===== src/rtl/truth_table_sweeper.sv =====
// Sweeps a 4-input function block through all input vectors, captures F, compares to an expected mask.
// Optional SWEEP_HALT_ON_FAIL_EN: stop the sweep at the first mismatching vector.
module truth_table_sweeper #(
    parameter int N_IN          = 4,
    parameter int SETTLE_CYCLES = 1
) (
    input  logic                   clk_i,
    input  logic                   rst_n_i,
    input  logic                   start_i,
    input  logic                   abort_i,
    input  logic [(2**N_IN)-1:0]   expect_mask_i,
    output logic [N_IN-1:0]        vec_out_o,
    input  logic                   f_in_i,
    output logic                   busy_o,
    output logic                   done_o,
    output logic                   pass_o,
    output logic [(2**N_IN)-1:0]   table_out_o,
    output logic [N_IN:0]          mismatch_count_o,
    output logic [N_IN-1:0]        first_fail_idx_o
);

    localparam int NV = 2**N_IN;
    localparam int CW = (SETTLE_CYCLES > 0) ? $clog2(SETTLE_CYCLES + 1) : 1;

    localparam logic [2:0] ST_IDLE   = 3'd0;
    localparam logic [2:0] ST_APPLY  = 3'd1;
    localparam logic [2:0] ST_WAIT   = 3'd2;
    localparam logic [2:0] ST_SAMPLE = 3'd3;
    localparam logic [2:0] ST_DONE   = 3'd4;

    logic [2:0]      state_q, state_d;
    logic [N_IN-1:0] idx_q, idx_d;
    logic [CW-1:0]   settle_q, settle_d;
    logic [NV-1:0]   mask_q, mask_d;
    logic [NV-1:0]   table_q, table_d;
    logic [N_IN:0]   count_q, count_d;
    logic [N_IN-1:0] ffi_q, ffi_d;
    logic            pass_q, pass_d;

    logic mismatch;
    logic last_vec;

    assign mismatch = (f_in_i != mask_q[idx_q]);
    assign last_vec = (idx_q == {N_IN{1'b1}});

    always_comb begin
        state_d  = state_q;
        idx_d    = idx_q;
        settle_d = settle_q;
        mask_d   = mask_q;
        table_d  = table_q;
        count_d  = count_q;
        ffi_d    = ffi_q;
        pass_d   = pass_q;

        // Abort wins over every other transition; partial results stay as they are.
        if (abort_i && (state_q != ST_IDLE)) begin
            state_d = ST_IDLE;
            pass_d  = 1'b0;
        end else begin
            case (state_q)
                ST_IDLE: begin
                    if (start_i) begin
                        mask_d  = expect_mask_i;
                        table_d = '0;
                        count_d = '0;
                        ffi_d   = '0;
                        pass_d  = 1'b0;
                        idx_d   = '0;
                        state_d = ST_APPLY;
                    end
                end
                ST_APPLY: begin
                    settle_d = CW'(SETTLE_CYCLES);
                    state_d  = (SETTLE_CYCLES == 0) ? ST_SAMPLE : ST_WAIT;
                end
                ST_WAIT: begin
                    if (settle_q <= CW'(1)) begin
                        state_d = ST_SAMPLE;
                    end else begin
                        settle_d = settle_q - CW'(1);
                    end
                end
                ST_SAMPLE: begin
                    table_d[idx_q] = f_in_i;
                    if (mismatch) begin
                        count_d = count_q + (N_IN+1)'(1);
                        if (count_q == '0) begin
                            ffi_d = idx_q;
                        end
                    end
`ifdef SWEEP_HALT_ON_FAIL_EN
                    if (mismatch) begin
                        state_d = ST_DONE;
                        pass_d  = 1'b0;
                    end else if (last_vec) begin
                        state_d = ST_DONE;
                        pass_d  = (count_q == '0);
                    end else begin
                        idx_d   = idx_q + N_IN'(1);
                        state_d = ST_APPLY;
                    end
`else
                    if (last_vec) begin
                        state_d = ST_DONE;
                        pass_d  = !mismatch && (count_q == '0);
                    end else begin
                        idx_d   = idx_q + N_IN'(1);
                        state_d = ST_APPLY;
                    end
`endif
                end
                ST_DONE: begin
                    state_d = ST_IDLE;
                end
                default: begin
                    state_d = ST_IDLE;
                end
            endcase
        end
    end

    always_ff @(posedge clk_i or negedge rst_n_i) begin
        if (!rst_n_i) begin
            state_q  <= ST_IDLE;
            idx_q    <= '0;
            settle_q <= '0;
            mask_q   <= '0;
            table_q  <= '0;
            count_q  <= '0;
            ffi_q    <= '0;
            pass_q   <= 1'b0;
        end else begin
            state_q  <= state_d;
            idx_q    <= idx_d;
            settle_q <= settle_d;
            mask_q   <= mask_d;
            table_q  <= table_d;
            count_q  <= count_d;
            ffi_q    <= ffi_d;
            pass_q   <= pass_d;
        end
    end

    assign vec_out_o        = idx_q;
    assign busy_o           = (state_q != ST_IDLE);
    assign done_o           = (state_q == ST_DONE);
    assign pass_o           = pass_q;
    assign table_out_o      = table_q;
    assign mismatch_count_o = count_q;
    assign first_fail_idx_o = ffi_q;

endmodule

===== config.mk =====
export PLATFORM = sky130hd
export DESIGN_NAME = truth_table_sweeper
export DESIGN_NICKNAME = d
export VERILOG_FILES = /design/src/rtl/truth_table_sweeper.sv
export SDC_FILE = /design/constraint.sdc
export NUM_CORES = 1
export LEC_CHECK = 0
export ABC_CLOCK_PERIOD_IN_PS = 3100
export BUFFER_PORTS_ARGS = -buffer_cell sky130_fd_sc_hd__buf_2
export CAP_MARGIN = 20
export CORE_ASPECT_RATIO = 0.75
export CORE_MARGIN = 5
export CORE_UTILIZATION = 50
export CTS_BUF_LIST = sky130_fd_sc_hd__clkbuf_8 sky130_fd_sc_hd__clkbuf_16
export CTS_CLUSTER_DIAMETER = 50
export DETAILED_ROUTE_END_ITERATION = 10
export PLACE_DENSITY = 0.84
export SLEW_MARGIN = 10
export SYNTH_ARGS = -nofsm -noshare
export SYNTH_HDL_FRONTEND = slang
export SYNTH_SLANG_ARGS = --single-unit

===== constraint.sdc =====
create_clock -name clk_i -period 3.1 [get_ports clk_i]
set_input_delay 0.31 -clock clk_i [delete_from_list [all_inputs] [get_ports clk_i]]
set_output_delay 0.31 -clock clk_i [all_outputs]
set_load 0.02 [all_outputs]

======== Yosys cells after proc, flatten, opt, wreduce, memory -nomap -nowiden ========
Index checks and enable logic that the tools add are counted.
word-level totals
  register bits ........................... 50
  input bits .............................. 21
  output and inout bits ................... 32
  logic and storage cells ................. 74
cells by class
  $add $sub $neg .......................... 3
  order comparisons ....................... 3
  eq/ne operators ......................... 14
  muxes and demuxes ....................... 27
  bitwise gates (word level) .............. 1
  reductions and logical operators ........ 18
operators by type and width
  cell                 count
  $pmux 16 s2          1
  $bwmux 16            1
  $mux 16              1
  $mux 4               4
  $pmux 4 s2           2
  $mux 3               4
  $pmux 3 s4           1
  $reduce_and 3->1     4
  $mux 5               2
  $ne 2x2->1 const B   5
  $pmux 5 s2           1
  $ne 3x3->1 const B   3
  $reduce_and 4->1     2
  $eq 3x2->1 const B   2
  $mux 1               6
  $reduce_bool 3->1    2
  $add 5x1->5 const B  1
  $logic_not 5->1      1
  $lt 4x5->1 const B   1
  $reduce_and 5->1     1
  $add 4x1->4 const B  1
  $bmux 1 s4           1
  $demux 1 s4          1
  $eq 4x4->1 const B   1
  13 further kinds     17

======== Depth between registers and ports, before layout ========
  depth after elaboration ................. 8
  depth in mapped cells ................... 7
  depth with buffers taken out ............ 6

======== Least setup slack after synthesis ========
OpenSTA, ideal clock, no wires.
  kind .................................... register to register
  start point ............................. reg idx_q[1], in the netlist vec_out_o[1]
  end point ............................... reg count_q[4], in the netlist mismatch_count_o[4]
  library setup time ...................... 0.079 ns
  arrival ................................. 2.001 ns
  data required time ...................... 3.021 ns
  slack ................................... 1.021 ns
  stages on the path, launching flop included .. 8
  buffers on the path ..................... 1
  clock period less this slack ............ 2.079 ns
  cells stage by stage .................... dfrtp_1 buf_6 mux2_4 o22ai_4 o21a_4 nor4_4 or4_1 a21oi_1
between the ends
  longest elaborated chain between the ends .. 5
RTL lines
  what                          line  text
  start: declaration            32    logic [N_IN-1:0] idx_q, idx_d;
  start signal: assignment      135   idx_q <= idx_d;
  $bmux 1 s4                    43    assign mismatch = (f_in_i != mask_q[idx_q]);
  $mux 1 (implied by the code)  43
  $ne 1x1->1                    43
  $ne 2x2->1 (no line)          -
  $reduce_and 4->1 (no line)    -
  end signal: assignment        139   count_q <= count_d;
  end: declaration              36    logic [N_IN:0] count_q, count_d;
No other way between the ends. The select of a mux whose other input is x is not followed.
A chain may end at the register's enable or synchronous reset.

======== Worst setup path in the final report ========
  start point ............................. reg idx_q[1], in the netlist vec_out_o[1]
  end point ............................... reg count_q[3], in the netlist mismatch_count_o[3]
Same word-level chain as after synthesis.

==> impl_metrics.json <==
{
  "rows": 22,
  "p_per_area_nw_per_um2": 733.2,
  "first_pass_iters": 4,
  "final.fill_count": 414,
  "drive_gt1_share_pct": 32.98,
  "hold_class": "input pin to asynchronous set/reset pin",
  "pre_cts_ws_ps": 811.9,
  "finalNetCount": 309,
  "critPathLaunchType": "flop",
  "synth-warning-count": 0,
  "fin_crit_ps": 2312,
  "post-cts-setup-buffer-count": 0,
  "max_stage_delay_ps": 760,
  "cp_max_fo": 15,
  "ys_seq_area_share_pct": 49.20,
  "synth.top_cell.area_share_pct": 49.20,
  "num_antenna_cells": 0,
  "gp_congestion": 0.8716,
  "rsz0062_at_grt": "no",
  "most-common-layout-cells": "52 x buf_2, 49 x dfrtp_1, 28 x o21ai_0, 21 x a21oi_1, 19 x mux2_2",
  "status": "finished, final reports clean",
  "ant_nets": 0,
  "grt_pass1_vias": 1970,
  "max_cap_viol_count": 0,
  "setup_viol": 0,
  "worst_pin_slew_ps": 883.1,
  "cts_max_level": 2,
  "drtIter0Drc": 181,
  "crit_buf_inv": 0,
  "postSynthCellCount": 231,
  "fin_crit_sh_pct": 74.60,
  "crit_type": "flop to flop",
  "die_h_microns": 71.15,
  "grt_max_degree": 50,
  "fin_skew_ps": 9.494,
  "start_util_pct": 51.16,
  "async_reset_ff_share_pct": 100.0,
  "clkLatencyLatePin_ps": 300,
  "clk_path_buf_depth": 2,
  "syn_area_sq_um": 2492,
  "grt.overflow.total": 0,
  "synth_cell_types": 42,
  "netlist_top_cells_area": "dfrtp_1 49%, mux2_2 8.6%, o21ai_0 5.6%",
  "ff2ff_setup_slack_ps": 790,
  "multiInputGateArea_sq_um": 1191,
  "detail_route.wl_per_cell_microns": 16.57,
  "cp-end-kind": "flop",
  "drt-total-wl_microns": 5667,
  "clk_pin_slew_worst_paths_ps": 90,
  "grt_pass1_wl_microns": 9818,
  "finalHoldViolCount": 0,
  "drc": 0,
  "vias": 1944,
  "core_sq_um": 4872,
  "numCtsBuffers": 5,
  "root_buffer": "clkbuf_8",
  "place.port_buffers": 52,
  "slowest_stage": "dfrtp_1",
  "fmax_mhz": 432.4,
  "setup_ws_ps": 787.5,
  "drv_slew": 0,
  "ys.flop_type": "dfrtp_1",
  "die_area_sq_um": 6512,
  "p_leak_nw": 1.355,
  "syn-mean-instance-area_sq_um": 10.79,
  "synth_area_leader_cell": "dfrtp_1",
  "cts_hold_buf": 0,
  "antenna_found_initial": 0,
  "die_x_microns": 91.53,
  "seqCellArea_sq_um": 1226,
  "worstPathRequired_ps": 3330,
  "viasPerCell": 5.684,
  "cp_top_family": "flip-flops",
  "syn_nets": 258,
  "hpwl_microns": 4198,
  "synth_edf_count": 0,
  "area_growth_pct": 16.37,
  "maxSlewHeadroom_pct": 41.12,
  "grt_usage_pct": 18.70,
  "irDropWorstVdd_mv": 0.4699,
  "ys_ff_latch": 49,
  "cts_tree": "yes",
  "pin_count": 53,
  "finalSetupTns_ps": 0,
  "cts_resized": 0,
  "crit_chain": "mux2_2 -> o22ai_4 -> o21a_4 -> nor4_4 -> or4_1 -> a21oi_1",
  "cts_sinks": 49,
  "crit_arrival_ps": 2550,
  "final_common_cell": "buf_2"
}
-- worst paths after layout --
path,start,endpoint,cells past startpoint
worst min-delay path,rst_n_i,table_out_o[15],1
worst max-delay path,vec_out_o[1],mismatch_count_o[3],6
min in group clk_i,expect_mask_i[15],mask_q[15],2
max in group asynchronous,rst_n_i,table_out_o[14],2
worst min register to register,first_fail_idx_o[2],first_fail_idx_o[2],1
worst max register to register,vec_out_o[1],mismatch_count_o[3],6
-- cells in the mapped netlist (all sizes together), types with 4 or more instances --
cell type  instances
mux2i              6
o21ai             33
dfrtp             49
clkbuf             4
inv                7
a32o               4
nor2               9
mux2              21
a21oi             21
buf                6
o31ai              4
ha                 6
nor3               8
nand2             16
-- worst reg2reg max path, cell delays in order (launching register included) --
cell and delay, ps:
dfrtp_1 760, mux2_2 440, o22ai_4 180, o21a_4 170
nor4_4 60, or4_1 490, a21oi_1 150
-- layer usage --
layer | global-route usage, % | routed length, microns | part of all wire (%) | vias up
li1 | - | - | - | 945
met1 | 26.28 | 2742 | 48 | 944
met2 | 28.10 | 2563 | 45 | 49
met3 | 5.526 | 304 | 5.4 | 6
met4 | 5.351 | 57 | 1.0 | 0
met5 | 0 | 0 | 0 | -
-- layout make-up --
cell class	count	share of cell area [%]
Inverter	7	0.9060
Multi-Input combinational cell	165	41.07
Clock buffer	6	2.847
Sequential cell	49	42.28
Timing Repair Buffer	54	10.18
Tap cell	60	2.588
Clock inverter	1	0.1294
-- flip-flops by register name, summed over array words and instances (netlist names) --
register          flops
table_out_o          16
first_fail_idx_o      4
mismatch_count_o      5
pass_o                1
mask_q               16
state_q               3
vec_out_o             4
-- cell families after synthesis --
group	synth area share, %
flip-flops	49.20
adder cells (fa/ha/maj)	3.012
XOR/XNOR	1.054
AND/OR/NAND/NOR	11.90
multiplexers	12.20
buffers and inverters	3.012
AO/OA/AOI/OAI	19.63
-- metrics by stage --
step / hold slack (ps) / utilization (%) / instance area [sq um] / total power, mW / std cells
after floorplan: 14.41 / - / 2492 / 1.555 / 231
after global placement: 483.8 / 57.19 / 2786 / 1.728 / 334
after detailed placement: 488.6 / 57.19 / 2786 / 1.763 / 334
after CTS: 237.1 / 58.96 / 2873 / 2.140 / 341
after global routing: 67.51 / 59.53 / 2900 / 2.275 / 342
final: 31.36 / 59.53 / 2900 / 2.126 / 342
-- power by group --
group          switching (mW)  internal, mW  leakage, nW
clock                   0.196         0.174       0.0485
combinational           0.463         0.372        0.662
sequential              0.137         0.785        0.644
total                   0.796          1.33         1.36
Power figures use the tool's default switching activity.
